File: config.mk
export PLATFORM = sky130hd
export DESIGN_NAME = div_result_fifo_flat
export DESIGN_NICKNAME = d
export VERILOG_FILES = /design/src/rtl/div_result_fifo_if.sv /design/src/rtl/div_result_fifo.sv /design/src/flat_wrapper.sv
export SDC_FILE = /design/constraint.sdc
export NUM_CORES = 1
export LEC_CHECK = 0
export CORE_ASPECT_RATIO = 1.25
export CORE_MARGIN = 2
export CORE_UTILIZATION = 50
export CTS_CLUSTER_SIZE = 40
export DETAILED_ROUTE_END_ITERATION = 7
export GPL_TIMING_DRIVEN = 0
export PLACE_DENSITY = 0.85
export SYNTH_ARGS = -nofsm -noshare
export SYNTH_HDL_FRONTEND = slang
export SYNTH_SLANG_ARGS = --single-unit
File: constraint.sdc
create_clock -name clk -period 5.57 [get_ports clk]
set_input_delay 1.114 -clock clk [delete_from_list [all_inputs] [get_ports clk]]
set_output_delay 1.114 -clock clk [all_outputs]
set_load 0.005 [all_outputs]
File: src/rtl/div_result_fifo_if.sv
// Handshake bundle between divider controller, result FIFO and consumer.
// The divider side pushes results; the consumer side pops them.
interface div_result_fifo_if;
  logic       done;
  logic [9:0] q_in;
  logic       ovf_in;
  logic       dvz_in;
  logic       accept;
  logic       out_valid;
  logic       out_ready;
  logic [9:0] out_q;
  logic       out_ovf;
  logic       out_dvz;
  logic       full;
  logic [2:0] count;
  logic [7:0] drop_cnt;

  modport master (
    output done, q_in, ovf_in, dvz_in, out_ready,
    input  accept, out_valid, out_q, out_ovf, out_dvz,
    input  full, count, drop_cnt
  );

  modport slave (
    input  done, q_in, ovf_in, dvz_in, out_ready,
    output accept, out_valid, out_q, out_ovf, out_dvz,
    output full, count, drop_cnt
  );
endinterface

File: src/rtl/div_result_fifo.sv
// 4-deep first-word-fall-through FIFO for divider results.
// Counts results lost to a full FIFO, saturating at 255.
module div_result_fifo (
  input logic            clk,
  input logic            rst,
  div_result_fifo_if.slave bus
);
  typedef logic [11:0] word_t;

  word_t      mem_q [4];
  word_t      mem_d [4];
  logic [1:0] wr_ptr_q, wr_ptr_d;
  logic [1:0] rd_ptr_q, rd_ptr_d;
  logic [2:0] count_q, count_d;
  logic [7:0] drop_q, drop_d;
  logic       empty, push, pop;
  word_t      wdata, head;

  always_comb begin
    empty    = (count_q == 3'd0);
    pop      = !empty && bus.out_ready;
    // a full FIFO still takes a push when the head leaves this cycle
    push     = bus.done && ((count_q != 3'd4) || pop);
    wdata    = bus.dvz_in ? 12'h800 : {1'b0, bus.ovf_in, bus.q_in};
    mem_d    = mem_q;
    wr_ptr_d = wr_ptr_q;
    rd_ptr_d = rd_ptr_q;
    count_d  = count_q;
    drop_d   = drop_q;
    if (push) begin
      mem_d[wr_ptr_q] = wdata;
      wr_ptr_d        = wr_ptr_q + 2'd1;
    end
    if (pop) rd_ptr_d = rd_ptr_q + 2'd1;
    unique case ({push, pop})
      2'b10:   count_d = count_q + 3'd1;
      2'b01:   count_d = count_q - 3'd1;
      default: count_d = count_q;
    endcase
    if (bus.done && !push && (drop_q != 8'hFF))
      drop_d = drop_q + 8'd1;
    head = empty ? 12'h000 : mem_q[rd_ptr_q];
  end

  assign bus.out_valid = !empty;
  assign bus.out_q     = head[9:0];
  assign bus.out_ovf   = head[10];
  assign bus.out_dvz   = head[11];
  assign bus.full      = (count_q == 3'd4);
  assign bus.accept    = (count_q != 3'd4);
  assign bus.count     = count_q;
  assign bus.drop_cnt  = drop_q;

  always_ff @(posedge clk) begin
    if (rst) begin
      wr_ptr_q <= 2'd0;
      rd_ptr_q <= 2'd0;
      count_q  <= 3'd0;
      drop_q   <= 8'd0;
    end else begin
      wr_ptr_q <= wr_ptr_d;
      rd_ptr_q <= rd_ptr_d;
      count_q  <= count_d;
      drop_q   <= drop_d;
    end
  end

  // storage is not cleared; stale words stay hidden behind count
  always_ff @(posedge clk) begin
    if (!rst) mem_q <= mem_d;
  end
endmodule

File: src/flat_wrapper.sv
// flat-port wrapper written by rule: the top's interface ports become plain ports
module div_result_fifo_flat 
  (clk, rst, bus_done, bus_q_in, bus_ovf_in, bus_dvz_in, bus_out_ready, bus_accept, bus_out_valid, bus_out_q, bus_out_ovf, bus_out_dvz, bus_full, bus_count, bus_drop_cnt);
  div_result_fifo_if bus_i ();
  input logic clk;
  input logic rst;
  input wire logic [$bits(bus_i.done)-1:0] bus_done;
  input wire logic [$bits(bus_i.q_in)-1:0] bus_q_in;
  input wire logic [$bits(bus_i.ovf_in)-1:0] bus_ovf_in;
  input wire logic [$bits(bus_i.dvz_in)-1:0] bus_dvz_in;
  input wire logic [$bits(bus_i.out_ready)-1:0] bus_out_ready;
  output wire logic [$bits(bus_i.accept)-1:0] bus_accept;
  output wire logic [$bits(bus_i.out_valid)-1:0] bus_out_valid;
  output wire logic [$bits(bus_i.out_q)-1:0] bus_out_q;
  output wire logic [$bits(bus_i.out_ovf)-1:0] bus_out_ovf;
  output wire logic [$bits(bus_i.out_dvz)-1:0] bus_out_dvz;
  output wire logic [$bits(bus_i.full)-1:0] bus_full;
  output wire logic [$bits(bus_i.count)-1:0] bus_count;
  output wire logic [$bits(bus_i.drop_cnt)-1:0] bus_drop_cnt;
  assign bus_i.done = bus_done;
  assign bus_i.q_in = bus_q_in;
  assign bus_i.ovf_in = bus_ovf_in;
  assign bus_i.dvz_in = bus_dvz_in;
  assign bus_i.out_ready = bus_out_ready;
  assign bus_accept = bus_i.accept;
  assign bus_out_valid = bus_i.out_valid;
  assign bus_out_q = bus_i.out_q;
  assign bus_out_ovf = bus_i.out_ovf;
  assign bus_out_dvz = bus_i.out_dvz;
  assign bus_full = bus_i.full;
  assign bus_count = bus_i.count;
  assign bus_drop_cnt = bus_i.drop_cnt;
  div_result_fifo u_core (.clk(clk), .rst(rst), .bus(bus_i));
endmodule
==> qor_table.md <==
| Group | Item | This run |
| --- | --- | --- |
| synthesis | Synth Area in Simple Gates | 0.125 |
| power and ir drop | Power per Cell Area | 388 nW/µm² |
| place | Post-Place Worst Slack | 2200 ps |
| floorplanning | Die width | 69.7 µm |
| sta | Period utilization | 0.616 |
| place | Post-DP HPWL | 3340 µm |
| clocking | Root Buffer Master | sky130_fd_sc_hd__clkbuf_8 |
| worst setup path | CP most frequent cell | sky130_fd_sc_hd__buf_2 |
| clocking | Number of buffers between clock root and the deepest sink | 2 |
| routing | Count of vias placed by the detailed router | 1597 |
| worst setup path | Maximum fanout encountered on the critical timing path | 10 |
| power and ir drop | Design internal power | 0.961 mW |
| sta | Worst setup skew after layout | 5.47 ps |
| sta | Maximum operating frequency | 291 MHz |
| floorplanning | Chip Height | 86.1 µm |
| worst setup path | Start of the worst register-to-register path | u_core.bus.count[0] |
| synthesis | Number of library cell types mapped by synthesis | 29 |
| synthesis | Mux share of post-synthesis cell area | 0.108 |
| routing | First-pass iteration count of the detailed router | 4 |
| worst hold path | Min-Delay Path Depth | 2 |
| worst setup path | Nature of the critical path startpoint | flip-flop |
| final layout | Number of filler cells placed in the layout | 384 |
| place | Input/output buffers | 40 |
| clocking | Cells resized by post-CTS repair | 0 |
| worst setup path | Delay of the slowest cell on the worst path | 560 ps |
| power and ir drop | Share of total power in combinational logic | 0.291 |
| final layout | Diodes inserted | 0 |
| worst setup path | End of the worst register-to-register path | u_core.bus.count[2] |
| sta | Count of pins over their slew limit | 0 |
| synthesis | Synthesized-area fraction occupied by adder cells | 0.0353 |
| routing | Routed wire length per instance | 16.2 µm |
| power and ir drop | Worst VDD drop | 0.251 mV |
| final layout | Final #Nets | 251 |
| synthesis | Mapped Nets | 200 |
| worst setup path | Endpoint arrival time on the critical path | 2320 ps |
| clocking | Clock network latency to the later pin of the worst-skew pair | 330 ps |
| synthesis | Main combinational cell family by area after synthesis | simple AND/OR/NAND/NOR gates |
| worst hold path | Hold path startpoint | u_core.bus.drop_cnt[6] |
| global route | Vias in the first global route | 1692 |
| sta | Worst slew pin tran | 628 ps |
| sta | Accumulated negative setup slack | 0 ps |
| sta | Unrepaired setup endpoints after global routing | no |
| outcome | Run status | complete, no violations |
| worst setup path | CP top delay family | buffers and inverters |
| synthesis | Number of flip-flops and latches in the synthesized netlist | 63 |
| worst setup path | Cell with the biggest individual delay on the critical path | sky130_fd_sc_hd__mux4_2 |
| power and ir drop | Share of total power in sequential cells | 0.426 |
| clocking | CTS Hold Buffers Added | 0 |
| sta | Final Hold Vio Count | 0 |
| place | Gpl congestion | 0.686 |
| floorplanning | Starting Density | 0.523 |
| global route | Largest net degree at the start of global routing | 13 |
| global route | Global-route wire length before repair | 7980 µm |
| synthesis | Yosys warns | 0 |
| sta | Rel. slew slack | 0.582 |
| floorplanning | Core box area | 5150 µm² |
| global route | GRT overflow | 0 |
| global route | Antenna violations before repair | 0 |
| worst setup path | Crit path required time | 4460 ps |
| power and ir drop | Static Leak | 1.13 nW |
| clocking | CTS Buf Count | 9 |
| clocking | Htree depth | 3 |
| synthesis | Synth Area in XOR/XNOR | 0.0228 |
| global route | Global Route Usage Sum | 0.178 |
| sta | Final critical-path required period | 3430 ps |
| clocking | Clock-pin slew of the registers on the worst-case setup and hold paths | 60 ps |
| worst setup path | Buffers & Inverters on Critical Path | 3 |
| floorplanning | Die Area | 5990 µm² |
| synthesis | Netlist Area Pre-Place | 2690 µm² |
| power and ir drop | Net load switching power | 0.341 mW |
| routing | Drt first-iter violations | 88 |
| synthesis | Post-Synthesis Cells | 177 |
| final layout | Leading cell types in the layout, fill and taps excluded | sky130_fd_sc_hd__edfxtp_1 (48), sky130_fd_sc_hd__clkdlybuf4s50_1 (40), sky130_fd_sc_hd__and2_1 (17), sky130_fd_sc_hd__dfxtp_1 (15) |
| floorplanning | Boundary pin count | 42 |
| clocking | Clk sink count | 63 |
| worst setup path | Worst-path cell chain | buf_2 -> buf_2 -> mux4_2 -> and2_1 -> clkdlybuf4s50_1 |
| floorplanning | Std-Cell Rows | 29 |
| power and ir drop | Clk pwr share | 0.283 |
| routing | Post-detailed-route count of antenna-violating nets | 0 |
| routing | Number of remaining DRC errors | 0 |
| clocking | Buffer count from post-CTS setup fixing | 0 |
| clocking | Clock tree from TritonCTS | yes |
| worst setup path | R2R Setup Slk | 3050 ps |
| worst hold path | Hold path endpoint | u_core.bus.drop_cnt[6] |
| synthesis | Proportion of synthesized chip area in sequential cells | 0.647 |
| routing | Vias per cell | 5.41 |
| routing | Post-Route WL | 4780 µm |
| sta | Final setup violating endpoints | 0 |
| final layout | Fraction of final layout cells with drive strength greater than 1 | 0.137 |
| worst hold path | Type of the most critical hold path | flip-flop to flip-flop |
| synthesis | Average footprint of a synthesized cell | 15.2 µm² |
| final layout | Area Growth Syn to Fin | 24.7% |
| sta | Final WS setup | 2140 ps |
| job | Total of max-cap violations | 0 |
| worst setup path | R2r worst-path depth | 8 |
| final layout | Most common cell after layout, fill and taps aside | sky130_fd_sc_hd__edfxtp_1 |
| worst setup path | Capturing element type of the critical path | primary output |
| worst setup path | Type of the worst setup path | flip-flop to primary output |
| worst setup path | Startpoint of the worst setup timing path | u_core.rd_ptr_q[0] |
| power and ir drop | Switching share of power | 0.262 |
| synthesis | Compound-cell area share of the yosys netlist | 0.0418 |
through the flow:
stage	power (mW)	hold WS, ps	instances	utilization	cell area, µm²
2_1_floorplan	0.770	480	177	-	2690
3_3_place_gp	0.943	489	279	0.616	3170
3_5_place_dp	0.950	494	279	0.616	3170
4_1_cts	1.32	508	295	0.652	3360
5_1_grt	1.37	556	295	0.652	3360
6_report	1.30	513	295	0.652	3360
worst reg2reg max path, delay by kind of cell, from the launching register on:
kind | cells | cell delay [ps]
and+or+nand+nor | 2 | 740
AOI/OAI and AO/OA | 2 | 490
xor gates and xnor gates | 1 | 160
DFF | 1 | 360
buffers and inverters | 1 | 60
adders and majority gates | 2 | 640
cells by family (layout without fill, tap and decap cells):
family          count (synthesis)  count (layout)
simple gates                   56              56
buf+inv                        13              69
xor+xnor                        7               7
mux                            14              14
fa+ha+maj                       7               7
compound gates                 17              17
flops                          63              63
how the worst max path moves through the flow:
stage / end / slack, ps / cells past startpoint
6_report: bus_out_q[7] / 2140 / 5
5_1_grt: bus_out_q[7] / 1990 / 5
4_1_cts: bus_out_q[7] / 2080 / 5
3_5_place_dp: u_core.bus.count[2] / 2200 / 8
3_3_place_gp: u_core.bus.count[2] / 2240 / 8
2_1_floorplan: u_core.bus.count[2] / 2900 / 7
power by group through the flow:
stage               Clock (mW)  Combinational (mW)  Sequential [mW]
finish                   0.368               0.379            0.554
global route             0.399               0.419            0.557
detailed placement           0               0.386            0.565
CTS                      0.377               0.387            0.555
global placement             0               0.380            0.564
floorplan                    0               0.210            0.560
routing by layer:
metal  share of wire  wire length, µm  GRT usage
met1            0.39             1880      0.197
met2            0.53             2540      0.318
met3           0.054              257     0.0458
met4           0.023              112     0.0857
met5               0                0          0
cells in the mapped netlist:
library cell	count	area share
sky130_fd_sc_hd__or4_1	3	0.0084
sky130_fd_sc_hd__o31ai_1	3	0.0084
sky130_fd_sc_hd__edfxtp_1	48	0.54
sky130_fd_sc_hd__clkinv_4	1	0.0033
sky130_fd_sc_hd__o211ai_4	1	0.0079
sky130_fd_sc_hd__xnor2_1	2	0.0065
sky130_fd_sc_hd__xor2_1	5	0.016
sky130_fd_sc_hd__or3b_4	1	0.0042
sky130_fd_sc_hd__o21ai_1	1	0.0019
sky130_fd_sc_hd__nor2b_1	12	0.028
sky130_fd_sc_hd__buf_2	2	0.0037
sky130_fd_sc_hd__nand2_1	2	0.0028
sky130_fd_sc_hd__inv_1	5	0.0070
sky130_fd_sc_hd__mux4_2	12	0.10
sky130_fd_sc_hd__nor2_1	11	0.015
sky130_fd_sc_hd__a21oi_1	7	0.013
sky130_fd_sc_hd__and2_1	17	0.039
sky130_fd_sc_hd__o2111ai_1	1	0.0033
sky130_fd_sc_hd__clkbuf_1	4	0.0056
sky130_fd_sc_hd__nand3_1	4	0.0074
sky130_fd_sc_hd__nand4_4	1	0.0079
sky130_fd_sc_hd__fa_1	1	0.0074
sky130_fd_sc_hd__nand4_1	1	0.0023
sky130_fd_sc_hd__ha_1	6	0.028
sky130_fd_sc_hd__or3_1	4	0.0093
sky130_fd_sc_hd__o21ai_0	4	0.0074
sky130_fd_sc_hd__buf_1	1	0.0014
sky130_fd_sc_hd__mux2i_1	2	0.0074
sky130_fd_sc_hd__dfxtp_1	15	0.11
layout make-up:
type / count / area (µm²) / area share
tap: 62 / 77.6 / 0.0231
multi-input combinational: 101 / 896 / 0.267
clock inverter: 7 / 63.8 / 0.0190
clock buffer: 9 / 124 / 0.0369
buffer: 7 / 28.8 / 0.00857
timing repair buffer: 40 / 400 / 0.119
sequential: 63 / 1740 / 0.518
inverter: 6 / 27.5 / 0.00819
sequential cells by signal (all words and copies together) (netlist names):
name and count:
u_core.mem_q 48, u_core.bus.drop_cnt 8, u_core.wr_ptr_q 2, u_core.rd_ptr_q 2
u_core.bus.count 3
No activity file was read; power rests on OpenSTA's default activity.
